<file path="src/rtl/bcd_operand_entry.sv">
// Operand-entry sequencer for the BCD adder: synchronizes the NEXT button, walks A -> B -> CIN -> result.
// Optional blinking error LED is enabled by defining ERR_BLINK_EN.
module bcd_operand_entry #(
  parameter int DIGITS    = 2,
  parameter int BLINK_DIV = 25_000_000
) (
  input  logic                clk,
  input  logic                reset,
  input  logic                next_btn_n,
  input  logic [4*DIGITS-1:0] sw_data,
  input  logic                sw_cin,
  output logic                load_A,
  output logic                load_B,
  output logic                load_CIN,
  output logic                load_RSLT,
  output logic [4*DIGITS-1:0] A_out,
  output logic [4*DIGITS-1:0] B_out,
  output logic                CIN_out,
  output logic [2:0]          out_mux_sel,
  output logic                bad_digit,
  output logic                err_led
);

  localparam int W = 4 * DIGITS;

  typedef enum logic [1:0] {
    S_A    = 2'd0,
    S_B    = 2'd1,
    S_CIN  = 2'd2,
    S_RSLT = 2'd3
  } state_t;

  if (BLINK_DIV < 2) begin : g_blink_div_check
    $error("BLINK_DIV must be at least 2");
  end

  logic         sync1_q, sync1_d;
  logic         sync2_q, sync2_d;
  logic         sync3_q, sync3_d;
  logic         press_q, press_d;
  state_t       state_q, state_d;
  logic [W-1:0] a_q, a_d;
  logic [W-1:0] b_q, b_d;
  logic         cin_q, cin_d;
  logic         load_a_q, load_a_d;
  logic         load_b_q, load_b_d;
  logic         load_cin_q, load_cin_d;
  logic         load_rslt_q, load_rslt_d;
  logic [2:0]   mux_sel_q, mux_sel_d;
  logic         bad_digit_q, bad_digit_d;
  logic         err_led_q, err_led_d;
  logic         digits_ok;

  always_comb begin
    digits_ok = 1'b1;
    for (int i = 0; i < DIGITS; i++) begin
      if (sw_data[4*i +: 4] > 4'd9) digits_ok = 1'b0;
    end
  end

  always_comb begin
    sync1_d     = next_btn_n;
    sync2_d     = sync1_q;
    sync3_d     = sync2_q;
    // registered falling edge of the synchronized button: one pulse per press
    press_d     = sync3_q & ~sync2_q;

    state_d     = state_q;
    a_d         = a_q;
    b_d         = b_q;
    cin_d       = cin_q;
    load_a_d    = 1'b0;
    load_b_d    = 1'b0;
    load_cin_d  = 1'b0;
    load_rslt_d = 1'b0;
    bad_digit_d = bad_digit_q;

    if (press_q) begin
      case (state_q)
        S_A: begin
          if (digits_ok) begin
            a_d         = sw_data;
            load_a_d    = 1'b1;
            bad_digit_d = 1'b0;
            state_d     = S_B;
          end else begin
            bad_digit_d = 1'b1;
          end
        end
        S_B: begin
          if (digits_ok) begin
            b_d         = sw_data;
            load_b_d    = 1'b1;
            bad_digit_d = 1'b0;
            state_d     = S_CIN;
          end else begin
            bad_digit_d = 1'b1;
          end
        end
        S_CIN: begin
          cin_d       = sw_cin;
          load_cin_d  = 1'b1;
          load_rslt_d = 1'b1;
          bad_digit_d = 1'b0;
          state_d     = S_RSLT;
        end
        default: begin
          bad_digit_d = 1'b0;
          state_d     = S_A;
        end
      endcase
    end

    mux_sel_d = bad_digit_d ? 3'd4 : {1'b0, state_d};
  end

`ifdef ERR_BLINK_EN
  localparam int CW = (BLINK_DIV > 1) ? $clog2(BLINK_DIV) : 1;

  logic [CW-1:0] blink_cnt_q, blink_cnt_d;

  // LED starts high on the cycle bad_digit rises, then flips every BLINK_DIV cycles
  always_comb begin
    blink_cnt_d = blink_cnt_q;
    err_led_d   = err_led_q;
    if (!bad_digit_d) begin
      blink_cnt_d = '0;
      err_led_d   = 1'b0;
    end else if (!bad_digit_q) begin
      blink_cnt_d = '0;
      err_led_d   = 1'b1;
    end else if (blink_cnt_q == CW'(BLINK_DIV - 1)) begin
      blink_cnt_d = '0;
      err_led_d   = ~err_led_q;
    end else begin
      blink_cnt_d = blink_cnt_q + CW'(1);
    end
  end

  always_ff @(posedge clk or posedge reset) begin
    if (reset) blink_cnt_q <= '0;
    else       blink_cnt_q <= blink_cnt_d;
  end
`else
  always_comb begin
    err_led_d = bad_digit_d;
  end
`endif

  always_ff @(posedge clk or posedge reset) begin
    if (reset) begin
      sync1_q     <= 1'b1;
      sync2_q     <= 1'b1;
      sync3_q     <= 1'b1;
      press_q     <= 1'b0;
      state_q     <= S_A;
      a_q         <= '0;
      b_q         <= '0;
      cin_q       <= 1'b0;
      load_a_q    <= 1'b0;
      load_b_q    <= 1'b0;
      load_cin_q  <= 1'b0;
      load_rslt_q <= 1'b0;
      mux_sel_q   <= 3'd0;
      bad_digit_q <= 1'b0;
      err_led_q   <= 1'b0;
    end else begin
      sync1_q     <= sync1_d;
      sync2_q     <= sync2_d;
      sync3_q     <= sync3_d;
      press_q     <= press_d;
      state_q     <= state_d;
      a_q         <= a_d;
      b_q         <= b_d;
      cin_q       <= cin_d;
      load_a_q    <= load_a_d;
      load_b_q    <= load_b_d;
      load_cin_q  <= load_cin_d;
      load_rslt_q <= load_rslt_d;
      mux_sel_q   <= mux_sel_d;
      bad_digit_q <= bad_digit_d;
      err_led_q   <= err_led_d;
    end
  end

  assign load_A      = load_a_q;
  assign load_B      = load_b_q;
  assign load_CIN    = load_cin_q;
  assign load_RSLT   = load_rslt_q;
  assign A_out       = a_q;
  assign B_out       = b_q;
  assign CIN_out     = cin_q;
  assign out_mux_sel = mux_sel_q;
  assign bad_digit   = bad_digit_q;
  assign err_led     = err_led_q;

endmodule
</file>
<file path="config.mk">
export PLATFORM = sky130hd
export DESIGN_NAME = bcd_operand_entry
export DESIGN_NICKNAME = d
export VERILOG_FILES = /design/src/rtl/bcd_operand_entry.sv
export SDC_FILE = /design/constraint.sdc
export NUM_CORES = 1
export LEC_CHECK = 0
export ABC_CLOCK_PERIOD_IN_PS = 1300
export CAP_MARGIN = 15
export CORE_UTILIZATION = 30
export CTS_CLUSTER_DIAMETER = 80
export DETAILED_ROUTE_END_ITERATION = 7
export SLEW_MARGIN = 30
export SYNTH_ARGS = -nofsm -noshare
export SYNTH_HDL_FRONTEND = slang
export SYNTH_SLANG_ARGS = --single-unit
</file>
<file path="constraint.sdc">
create_clock -name clk -period 1.3 [get_ports clk]
set_clock_uncertainty 0.15 [all_clocks]
set_input_delay 0.26 -clock clk [delete_from_list [all_inputs] [get_ports clk]]
set_output_delay 0.26 -clock clk [all_outputs]
set_load 0.02 [all_outputs]
</file>
* After elaboration in Yosys (flattened, before gate mapping)
Index checks and enable logic that the tools add are counted.
** Word-level totals
- Bits in registers :: 30
- Latch bits :: 0
- Bits in writable memories :: 0
- Memory bits (read-only) :: 0
- Input bits :: 12
- Output and inout port bits :: 26
- Word-level logic and storage cells :: 41
- Memories :: 0
** Operators by class
- Add/subtract/negate cells :: 0
- Multipliers :: 0
- Div/mod/pow operators :: 0
- Magnitude comparators :: 2
- Equal/unequal tests :: 2
- Shifts and indexed selects :: 0
- Muxes and demuxes :: 17
- Bitwise gates (word level) :: 2
- Reductions and logical operators :: 5
** Operator list (number)
- 2-to-1 mux 1 bit :: 12
- greater-than comparator 4 bit (second input constant) :: 2
- 2-to-1 mux 2 bit :: 3
- case mux 2 bit (3 select lines) :: 1
- AND reduction 3 bit :: 2
- 2-to-1 mux 3 bit :: 1
- equality test 2 x 1 -> 1 bit (second input constant) :: 1
- equality test 2 bit (second input constant) :: 1
- zero test 2 bit :: 1
- AND reduction 2 bit :: 1
- OR reduction 2 bit :: 1
- bitwise AND 1 bit :: 1
- inverter 1 bit :: 1

* Logic depth before layout (Yosys ltp)
Gate-level depths: netlist of the first run.
- Depth in word-level cells :: 7
- Gate-level depth with buffers :: 4
- Mapped depth without buffers :: 3

* Worst setup path after synthesis of the first run
OpenSTA, ideal clock, no wires.
- Path type :: reg2reg
- Start point :: register state_q[0]
- End point :: register a_q[2], in the netlist A_out[2]
- Library setup time :: 0.128 ns
- Arrival time :: 1.154 ns
- Required time :: 1.022 ns
- Slack :: -0.131 ns
- Stages on the path, launching flop included :: 4
- Path buffers :: 0
- Period minus slack after synthesis :: 1.431 ns
- Cells stage by stage :: dfrtp_1 -> and2b_1 -> nand4_4 -> mux2_1
** Between the ends
- Word-level cells in the longest chain between the ends :: 2
** Ends and longest elaborated chain
- start: declaration :: line 41 : state_t state_q, state_d;
- start signal: assignment :: line 172 : state_q <= state_d;
- zero test 2 bit :: line 79 : case (state_q)
- AND reduction 3 bit (no source line)
- end signal: assignment :: line 157 : a_q <= '0;
- end signal: assignment :: line 173 : a_q <= a_d;
- end: declaration :: line 42 : logic [W-1:0] a_q, a_d;
Every way passes these cells.
A chain may end at the register's enable or synchronous reset.

* Worst setup path in the final report of the first run
- Start point :: register state_q[0]
- End point :: register a_q[0], in the netlist A_out[0]
Same word-level chain as after synthesis.

==> metrics, run 1 <==
status finished, violations left; violations in the final reports setup timing; start-to-end type of the worst setup path flop to flop; most instantiated cells after synthesis sky130_fd_sc_hd__dfrtp_1, sky130_fd_sc_hd__mux2_4, sky130_fd_sc_hd__mux2_2; unrepaired setup endpoints after global routing yes; Net Count, Synth 88; clk slew on worst S/H paths ~0.060 ns; number of flops mapped to enable cells by yosys 0; cell taking the most area after synthesis sky130_fd_sc_hd__dfrtp_1; proportion of layout cells with a drive suffix above 1 0.620; Sinks on Clock Net 29; utilization of the core after routing 0.499; starting utilization of the core area 0.314; flip-flop and latch count after synthesis 29; PwrDens between 2000 and 2500 mW/mm^2; number of CTS-inserted buffers 5; register area share after synthesis 0.630; routed length per placed instance 14.2 um; Routability Congestion ~0.77; final setup vio count 21; antenna violations before repair 0; Post-Syn Instances 76; M2 GR Usage 0.221; cells taking the most area after synthesis sky130_fd_sc_hd__dfrtp_1, sky130_fd_sc_hd__mux2_4, sky130_fd_sc_hd__dfstp_2, sky130_fd_sc_hd__mux2_2, sky130_fd_sc_hd__mux2_1; total global routing overflow 0; final routed wirelength across all metal layers 2690 um; Inserted Diodes 0; time the final worst path needs with I/O delays and setup 1.50 ns; worst path arrival time between 1.5 and 2 ns; standard-cell rows 22; level count of the clock H-tree 2; total design power just over 4 mW; Warnings, synthesis 0; DIE WIDTH 64.1 um; most repeated cell in the gate-level netlist after synthesis sky130_fd_sc_hd__dfrtp_1; number of endpoints with negative hold slack in the final report 0; Starting DRT DRC Count 7; area fraction of the dominant cell type after synthesis 0.562; clock root buffer master sky130_fd_sc_hd__clkbuf_8; max-slew violations 0; CTS tree built; GR met1 Demand/Resource 0.184; highest-utilization routing layer at the global route stage met2; Rel. slew slack 0.795; clk_lat worst skew 0.28 ns; data required time of the worst path 1.31 ns; Worst IR Drop VDD 0.832 mV; post-synth design cell area 0.00116 sq mm; first-pass GRT wire length 4340 um; via count of the first global-routing pass 873; Max-cap violations 0; height of the chip roughly 64 um; Max FO, Critical Path 4; number of distinct library cells after synthesis 21; remaining antenna violation count after routing 0; length of the first detailed-routing pass in iterations 5; post-synthesis async set-or-reset flop share 1.00; total core area 0.00369 sq mm; Setup crit end kind flop; startpoint class of the critical path flop; DRC errors left 0; Via Count 840; Total Routing Usage GR 0.145; maximum number of pins on one net before global-route repair 30; Hold/Removal Path Class primary input to async pin; part of the cycle the worst path needs 1.15; peak clock frequency supported by timing ~0.67 GHz; PnR worst setup slack -0.198 ns; leakage around 0.96 nW; CTS Hold Bufs 0; mean area per synthesized cell 15.2 sq um; worst slew pin tran 0.303 ns; Nets 153; GR met3 Demand/Resource 0.0500; I/O pin count 38; layout overhead on the synthesized area 59.1%; number of buffers on the longest clock path 2; Vias/cell 4.42; Fillers roughly 360; placed wire-length estimate 1630 um; Primary FF master, synth sky130_fd_sc_hd__dfrtp_1; area of the die 0.00411 sq mm; number of buffers inserted by port buffering 37
==> placed cells by master, fill, tap and decap left out <==
master,count
sky130_fd_sc_hd__and2b_2,1
sky130_fd_sc_hd__o311ai_0,1
sky130_fd_sc_hd__buf_4,20
sky130_fd_sc_hd__inv_1,4
sky130_fd_sc_hd__clkdlybuf4s50_1,5
sky130_fd_sc_hd__nand4_4,1
sky130_fd_sc_hd__buf_2,26
sky130_fd_sc_hd__buf_12,2
sky130_fd_sc_hd__nor2b_1,1
sky130_fd_sc_hd__a21oi_1,1
sky130_fd_sc_hd__clkdlybuf4s15_1,4
sky130_fd_sc_hd__buf_6,1
sky130_fd_sc_hd__mux2_4,9
sky130_fd_sc_hd__nand2_1,4
sky130_fd_sc_hd__dfstp_2,3
sky130_fd_sc_hd__mux2_1,3
sky130_fd_sc_hd__dlygate4sd2_1,2
sky130_fd_sc_hd__o21ai_4,2
sky130_fd_sc_hd__nand2b_4,2
sky130_fd_sc_hd__nand4b_4,2
sky130_fd_sc_hd__clkbuf_8,7
sky130_fd_sc_hd__nor2_1,2
sky130_fd_sc_hd__nand2b_1,1
sky130_fd_sc_hd__o22ai_2,1
sky130_fd_sc_hd__inv_4,1
sky130_fd_sc_hd__nand4_2,1
sky130_fd_sc_hd__xnor2_2,1
sky130_fd_sc_hd__o221ai_4,1
sky130_fd_sc_hd__mux2_2,6
sky130_fd_sc_hd__clkinv_2,1
sky130_fd_sc_hd__dfrtp_1,26
==> state kept, by name, indices dropped and copies added, names as in the netlist <==
| register | flops |
|---|---|
| load_B | 1 |
| sync1_q | 1 |
| err_led | 1 |
| A_out | 8 |
| press_q | 1 |
| load_A | 1 |
| sync2_q | 1 |
| B_out | 8 |
| load_RSLT | 1 |
| CIN_out | 1 |
| out_mux_sel | 2 |
| sync3_q | 1 |
| state_q | 2 |
==> metrics by stage <==
| step | instances | area [sq um] | hold WS, ns | worst slack, ns | setup TNS, ns |
|---|---|---|---|---|---|
| floorplan | 76 | 1170 | 0.114 | -0.102 | -1.06 |
| global placement | 173 | 1700 | 0.196 | -0.624 | -13.15 |
| detailed placement | 173 | 1700 | 0.203 | -0.666 | -13.86 |
| CTS | 188 | 1780 | 0.175 | -0.176 | -1.98 |
| global route | 190 | 1840 | 0.194 | -0.226 | -3.25 |
| finish | 190 | 1840 | 0.170 | -0.198 | -2.40 |
==> final cells by class <==
cell class | count | area, sq um | area share
clock buffers | 7 | 96.3 | 0.0523
inverters | 5 | 21.3 | 0.0115
multi-input cells | 40 | 490 | 0.266
clock inverters | 1 | 5.00 | 0.00272
flip-flops and latches | 29 | 729 | 0.396
well taps | 48 | 60.1 | 0.0326
repair buffers | 60 | 439 | 0.238
==> cells by family (layout without fill, tap and decap cells) <==
group,Yosys count,count (layout),share of synthesized area
buf+inv,9,73,0.0454
compound gates,6,6,0.0400
xor+xnor,1,1,0.00757
simple gates,13,15,0.0789
mux,18,18,0.198
flops,29,29,0.630
==> final timing paths <==
kind / startpoint / end / slack (ns) / cells past startpoint
hold reg to reg: sync1_q$_DFF_PP1_ / sync2_q$_DFF_PP1_ / 0.21 / 0
min in group clk: sync1_q$_DFF_PP1_ / sync2_q$_DFF_PP1_ / 0.21 / 0
hold / removal: reset / state_q[1]$_DFF_PP0_ / 0.17 / 3
setup / recovery: state_q[0]$_DFF_PP0_ / A_out[0]$_DFFE_PP0P_ / -0.20 / 3
setup reg to reg: state_q[0]$_DFF_PP0_ / A_out[0]$_DFFE_PP0P_ / -0.20 / 3
max in group asynchronous: reset / sync1_q$_DFF_PP1_ / 0.60 / 3
==> worst max-delay path, stage by stage, from the launching register on <==
cell and delay, ns:
sky130_fd_sc_hd__dfrtp_1 0.40, sky130_fd_sc_hd__and2b_2 0.29, sky130_fd_sc_hd__nand4_2 0.21, sky130_fd_sc_hd__mux2_2 0.33
==> report_power, final <==
group / internal, mW / leakage, nW / total (mW) / switching [mW]
sequential: 1.25 / 0.356 / 1.45 / 0.194
combinational: 0.887 / 0.545 / 1.79 / 0.905
clock: 0.477 / 0.0542 / 0.815 / 0.337
total: 2.62 / 0.956 / 4.05 / 1.44
==> per-layer routing <==
layer / vias to the layer above / wire length [um]
met1: 411 / 1180
li1: 393 / -
met5: - / 0
met3: 4 / 163
met4: 0 / 17
met2: 32 / 1330
==> repair_timing <==
| action | in CTS | in global routing |
|---|---|---|
| buffers inserted | 5 | 2 |
| setup endpoints to repair | 50 | 22 |
| pin swaps | 5 | 3 |
| cloned | 2 | 0 |
| gates resized for setup | 119 | 8 |
Power figures use the tool's default switching activity.
==> run 2, diff against run 1 <==
- CORE_ASPECT_RATIO: default -> 1.4
==> run 2 against run 1 <==
Wire length down 6.0%; first-iteration DRC count decreased by 29%; the flow still finishes with violations (setup timing); cell count is 4.2% lower; sequential cell count unchanged; global-route usage rose by 0.27 points; sequential share of layout area grew 0.41 points; via count shrank 1.4%; largest power group unchanged; largest cell class unchanged; highest routed layer unchanged.
==> metrics, run 2 (synthesis gave the netlist of run 1 again) <==
status finished, violations left; violations in the final reports setup timing; metal3 WL 178 um (+9.2%); DIE WIDTH 54.5 um (-15%); final standard cell area without fillers 0.00182 sq mm (-1.0%); PwrDens 2160 mW/mm^2 (-2.0%); number of CTS-inserted buffers 5 (unchanged); Via Count 828 (-1.4%); Sinks on Clock Net 29 (unchanged); Max-cap violations 0 (unchanged); via count of the first global-routing pass 891 (+2.1%); part of the cycle the worst path needs 1.12 (-0.0294); total core area 0.00368 sq mm (-0.34%); level count of the clock H-tree 2 (unchanged); CTS Hold Bufs 0 (unchanged); fraction of power consumed by sequential logic 0.366 (+0.009); most common library cell in the layout ignoring fill and taps sky130_fd_sc_hd__dfrtp_1; Worst IR Drop VDD 1.24 mV (+49%); CTS tree built; clock root buffer master sky130_fd_sc_hd__clkbuf_8; antenna violations before repair 0 (unchanged); standard-cell rows 26 (+18%); Net Switching 1.40 mW (-2.6%); worst path arrival time 1.47 ns (-0.04 ns); Comb power frac 0.432 (-0.010); area of the die 0.00411 sq mm (about the same); length of the first detailed-routing pass in iterations 4 (-1); startpoint class of the critical path flop; Nets 151 (-1.3%); Setup crit end kind flop; Hold/Removal Path Class primary input to async pin; worst slew pin tran 0.282 ns (-0.0212 ns); switching fraction of total power 0.356 (+0.00160); Starting DRT DRC Count 5 (-2); final routed wirelength across all metal layers 2530 um (-6.0%); count of placed standard cells including taps 167 (-3.5%); DRC errors left 0 (unchanged); maximum number of pins on one net before global-route repair 21 (-30%); routed length per placed instance 13.9 um (-1.8%); PnR worst setup slack -0.160 ns (+0.0382 ns); commonest cells after routing, fill and taps aside sky130_fd_sc_hd__dfrtp_1, sky130_fd_sc_hd__buf_2, sky130_fd_sc_hd__buf_4, sky130_fd_sc_hd__mux2_4, sky130_fd_sc_hd__clkbuf_8; starting utilization of the core area 0.315 (+0.00107); final setup vio count 15 (-29%); routed metal-1 wirelength 1070 um (-8.8%); Rel. slew slack 0.810 (+0.0143); Max FO, Critical Path 5 (+1); placed wire-length estimate 1710 um (+4.9%); total global routing overflow 0 (unchanged); FF-to-FF Start state_q[0]$_DFF_PP0_; first-pass GRT wire length 4110 um (-5.4%); clk_lat worst skew 0.27 ns (about the same); time the final worst path needs with I/O delays and setup 1.46 ns (-0.0382 ns); Met2 Wirelength 1230 um (-8.0%); internal power summed over all cells 2.53 mW (-3.3%); max-slew violations 0 (unchanged); I/O pin count 38 (unchanged); data required time of the worst path 1.30 ns (about the same); highest routed metal layer met4; clk slew on worst S/H paths 0.06 ns (about the same); Total Routing Usage GR 0.148 (+0.00266); leakage 0.949 nW (-0.65%); number of buffers inserted by port buffering 37 (unchanged); unrepaired setup endpoints after global routing yes; Vias/cell 4.55 (+2.9%); start-to-end type of the worst setup path flop to flop; Routability Congestion 0.797 (+3.1%); peak clock frequency supported by timing 0.685 GHz (+2.6%); area after detailed placement 0.00168 sq mm (-1.2%); height of the chip 75.5 um (+18%); number of buffers on the longest clock path 2 (unchanged); number of endpoints with negative hold slack in the final report 0 (unchanged); Fillers 349 (-2.0%); number of cells in the finished layout apart from fillers 182 (-4.2%); Inserted Diodes 0 (unchanged); proportion of layout cells with a drive suffix above 1 0.600 (-0.0197); origin of the worst setup path state_q[0]$_DFF_PP0_; layout overhead on the synthesized area 57.5%; Clk network pwr share 0.203 (+0.002); remaining antenna violation count after routing 0 (unchanged)
## run 2: timing repair
item,in CTS,in global routing
setup endpoints to repair,49,21
buffers inserted,4,1
gates resized for setup,119,7
gates cloned,2,0
pin swaps,7,7
## run 2: critical path, cell delays in order, from the launching register on
cell                      delay, ns
sky130_fd_sc_hd__dfrtp_1       0.39
sky130_fd_sc_hd__and2b_2       0.29
sky130_fd_sc_hd__nand4_4       0.16
sky130_fd_sc_hd__mux2_1        0.35
## run 2: final timing paths
kind / endpoint / slack [ns] / cells past startpoint
max: A_out[2]$_DFFE_PP0P_ / -0.16 / 3
min: A_out[4]$_DFFE_PP0P_ / 0.15 / 3
max reg2reg: A_out[2]$_DFFE_PP0P_ / -0.16 / 3
min reg2reg: sync2_q$_DFF_PP1_ / 0.20 / 0
max in group asynchronous: press_q$_DFF_PP0_ / 0.59 / 3
min in group clk: sync2_q$_DFF_PP1_ / 0.20 / 0
## run 2: area by class of cell
class                   count  area (sq um)  area share
flip-flops and latches     29           729       0.400
multi-input cells          40           495       0.272
repair buffers             58           423       0.232
clock buffers               7          96.3      0.0528
well taps                  42          52.6      0.0288
inverters                   5          21.3      0.0117
clock inverters             1          5.00     0.00275
## run 2: power by group through the flow
| stage | clock network (mW) | registers [mW] | logic (mW) |
|---|---|---|---|
| after floorplan | 0 | 1.84 | 0.542 |
| after global placement | 0 | 1.45 | 1.85 |
| after detailed placement | 0 | 1.45 | 1.87 |
| after CTS | 0.832 | 1.44 | 1.70 |
| after global routing | 0.871 | 1.48 | 1.82 |
| final | 0.797 | 1.44 | 1.70 |
## run 2: per-stage QoR
step            util  hold slack (ns)  setup TNS [ns]  total power, mW  setup WS, ns
5_1_grt        0.496            0.162           -2.36             4.17        -0.204
4_1_cts        0.493            0.133           -1.78             3.97        -0.180
2_1_floorplan      -            0.114           -1.06             2.38        -0.102
3_3_place_gp   0.458            0.196          -12.86             3.30        -0.616
3_5_place_dp   0.458            0.197          -13.72             3.32        -0.666
6_report       0.496            0.148           -1.57             3.93        -0.160
## run 2: per-layer routing
| metal | track usage | vias up |
|---|---|---|
| met1 | 0.175 | 393 |
| li1 | - | 394 |
| met3 | 0.0599 | 5 |
| met2 | 0.226 | 36 |
| met4 | 0.0769 | 0 |
| met5 | 0 | - |
==> run 3, diff against run 2 <==
- CORE_MARGIN: default -> 2
==> run 3 against run 2 <==
The flow still finishes with violations (setup timing); sequential power barely moved; clock power shrank 5.1%; first-iteration DRC count rose by 120%; die area rose by 6.4%; core utilization is 0.34 points lower; wire length rose by 13%; non-clock buffer count down 1; largest cell class unchanged; largest power group unchanged.
==> metrics, run 3 (synthesis gave the netlist of run 1 again) <==
status finished, violations left; violations in the final reports setup timing; routed length per placed instance 15.8 um (+13%); proportion of layout cells with a drive suffix above 1 0.640 (+0.0403); Max FO, Critical Path 4 (-1); area of the die 0.00438 sq mm (+6.4%); total design power 3.99 mW (+1.6%); Max-cap violations 0 (unchanged); worst slew pin tran 0.312 ns (+0.0296 ns); I/O pin count 38 (unchanged); CTS Hold Bufs 0 (unchanged); Setup crit end kind flop; number of endpoints with negative hold slack in the final report 0 (unchanged); PnR worst setup slack -0.185 ns (-0.0243 ns); maximum number of pins on one net before global-route repair 30 (+43%); number of CTS-inserted buffers 5 (unchanged); unrepaired setup endpoints after global routing yes; worst hold-check slack 0.171 ns (+0.0228 ns); Hold/Removal Path Class primary input to async pin; leakage 0.964 nW (+1.5%); Inserted Diodes 0 (unchanged); CTS tree built; commonest cells after routing, fill and taps aside sky130_fd_sc_hd__dfrtp_1, sky130_fd_sc_hd__buf_2, sky130_fd_sc_hd__buf_4, sky130_fd_sc_hd__mux2_4, sky130_fd_sc_hd__clkbuf_8; final setup vio count 19 (+4); via count of the first global-routing pass 912 (+2.4%); total core area 0.00368 sq mm (unchanged); part of the cycle the worst path needs 1.14 (+0.0187); depth of the worst register-to-register path 4 (+1); antenna violations before repair 0 (unchanged); total global routing overflow 0 (unchanged); Worst IR Drop VDD 1.25 mV (+0.93%); remaining antenna violation count after routing 0 (unchanged); number of buffers inserted by port buffering 37 (unchanged); startpoint class of the critical path flop; max-slew violations 0 (unchanged); peak clock frequency supported by timing 0.674 GHz (-1.6%); length of the first detailed-routing pass in iterations 4 (unchanged); placed wire-length estimate 1720 um (+0.30%); level count of the clock H-tree 2 (unchanged); first-pass GRT wire length 4490 um (+9.3%); layout overhead on the synthesized area 56.4%; PwrDens 2200 mW/mm^2 (+2.3%); DRC errors left 0 (unchanged); DIE WIDTH 56.5 um (+3.7%); time the final worst path needs with I/O delays and setup 1.48 ns (+0.0243 ns); data required time of the worst path 1.32 ns (+0.02 ns); Sinks on Clock Net 29 (unchanged); clk slew on worst S/H paths 0.06 ns (about the same); Via Count 865 (+4.5%); number of buffers on the longest clock path 2 (unchanged); final routed wirelength across all metal layers 2850 um (+13%); Nets 150 (-0.66%); starting utilization of the core area 0.315 (unchanged); Starting DRT DRC Count 11 (+6); clk_lat worst skew 0.28 ns (about the same); worst path arrival time 1.50 ns (+0.03 ns); clock root buffer master sky130_fd_sc_hd__clkbuf_8; Rel. slew slack 0.790 (-0.0200); Routability Congestion 0.773 (-3.0%); standard-cell rows 26 (unchanged); height of the chip 77.5 um (+2.6%); Vias/cell 4.78 (+5.0%); pre-CTS WS -0.681 ns (-0.0151 ns); Total Routing Usage GR 0.138 (-0.00951); start-to-end type of the worst setup path flop to flop; utilization of the core after routing 0.493 (-0.00340)
-- run 3: cell count changes in the layout (fill, tap and decap cells not counted), moves of 2 or more --
cell                              before  now
sky130_fd_sc_hd__buf_4                18   15
sky130_fd_sc_hd__buf_6                 1    3
sky130_fd_sc_hd__clkbuf_1              0    2
sky130_fd_sc_hd__clkdlybuf4s15_1       3    0
sky130_fd_sc_hd__mux2_1                5    0
sky130_fd_sc_hd__mux2_4                8   13
-- run 3: power breakdown --
part	internal, mW	leakage, nW	switching [mW]
registers	1.25	0.356	0.187
clock network	0.431	0.0455	0.325
logic	0.875	0.562	0.921
-- run 3: cell type report --
| class | instances | area (sq um) |
|---|---|---|
| Fill cell | 337 | 1870 |
| Sequential cell | 29 | 729 |
| Multi-Input combinational cell | 40 | 508 |
| Timing Repair Buffer | 57 | 412 |
| Clock buffer | 8 | 90.1 |
| Tap cell | 42 | 52.6 |
| Inverter | 5 | 18.8 |
-- run 3: critical path: stages, from the launching register on --
cell                      delay [ns]
sky130_fd_sc_hd__dfrtp_1        0.41
sky130_fd_sc_hd__and2b_2        0.26
sky130_fd_sc_hd__buf_4          0.16
sky130_fd_sc_hd__nand2_4        0.07
sky130_fd_sc_hd__mux2_2         0.32
-- run 3: metrics by stage --
step | TNS [ns] | cells | instance area (sq um)
6_report | -2.50 | 181 | 1810
5_1_grt | -3.13 | 181 | 1810
3_5_place_dp | -14.51 | 164 | 1670
4_1_cts | -2.50 | 178 | 1750
2_1_floorplan | -1.06 | 76 | 1170
3_3_place_gp | -13.33 | 164 | 1670
-- run 3: metal layers --
layer	global-route usage	wire length [um]
met5	0	0
met3	0.0517	234
met1	0.152	1100
met4	0.0952	85
met2	0.216	1430
-- run 3: worst paths after layout --
kind	start	end	slack [ns]
max reg2reg	press_q$_DFF_PP0_	CIN_out$_DFFE_PP0P_	-0.18
min reg2reg	sync1_q$_DFF_PP1_	sync2_q$_DFF_PP1_	0.21
min in group clk	sync1_q$_DFF_PP1_	sync2_q$_DFF_PP1_	0.21
min	reset	state_q[0]$_DFF_PP0_	0.17
max	press_q$_DFF_PP0_	CIN_out$_DFFE_PP0P_	-0.18
max in group asynchronous	reset	sync2_q$_DFF_PP1_	0.59
-- run 3: what timing repair did --
action	4_1_cts	5_1_grt
pin swaps	4	5
hold endpoints to repair	0	0
setup buffers	4	3
setup endpoints to repair	50	22
cloned	2	0
gates resized for setup	119	15
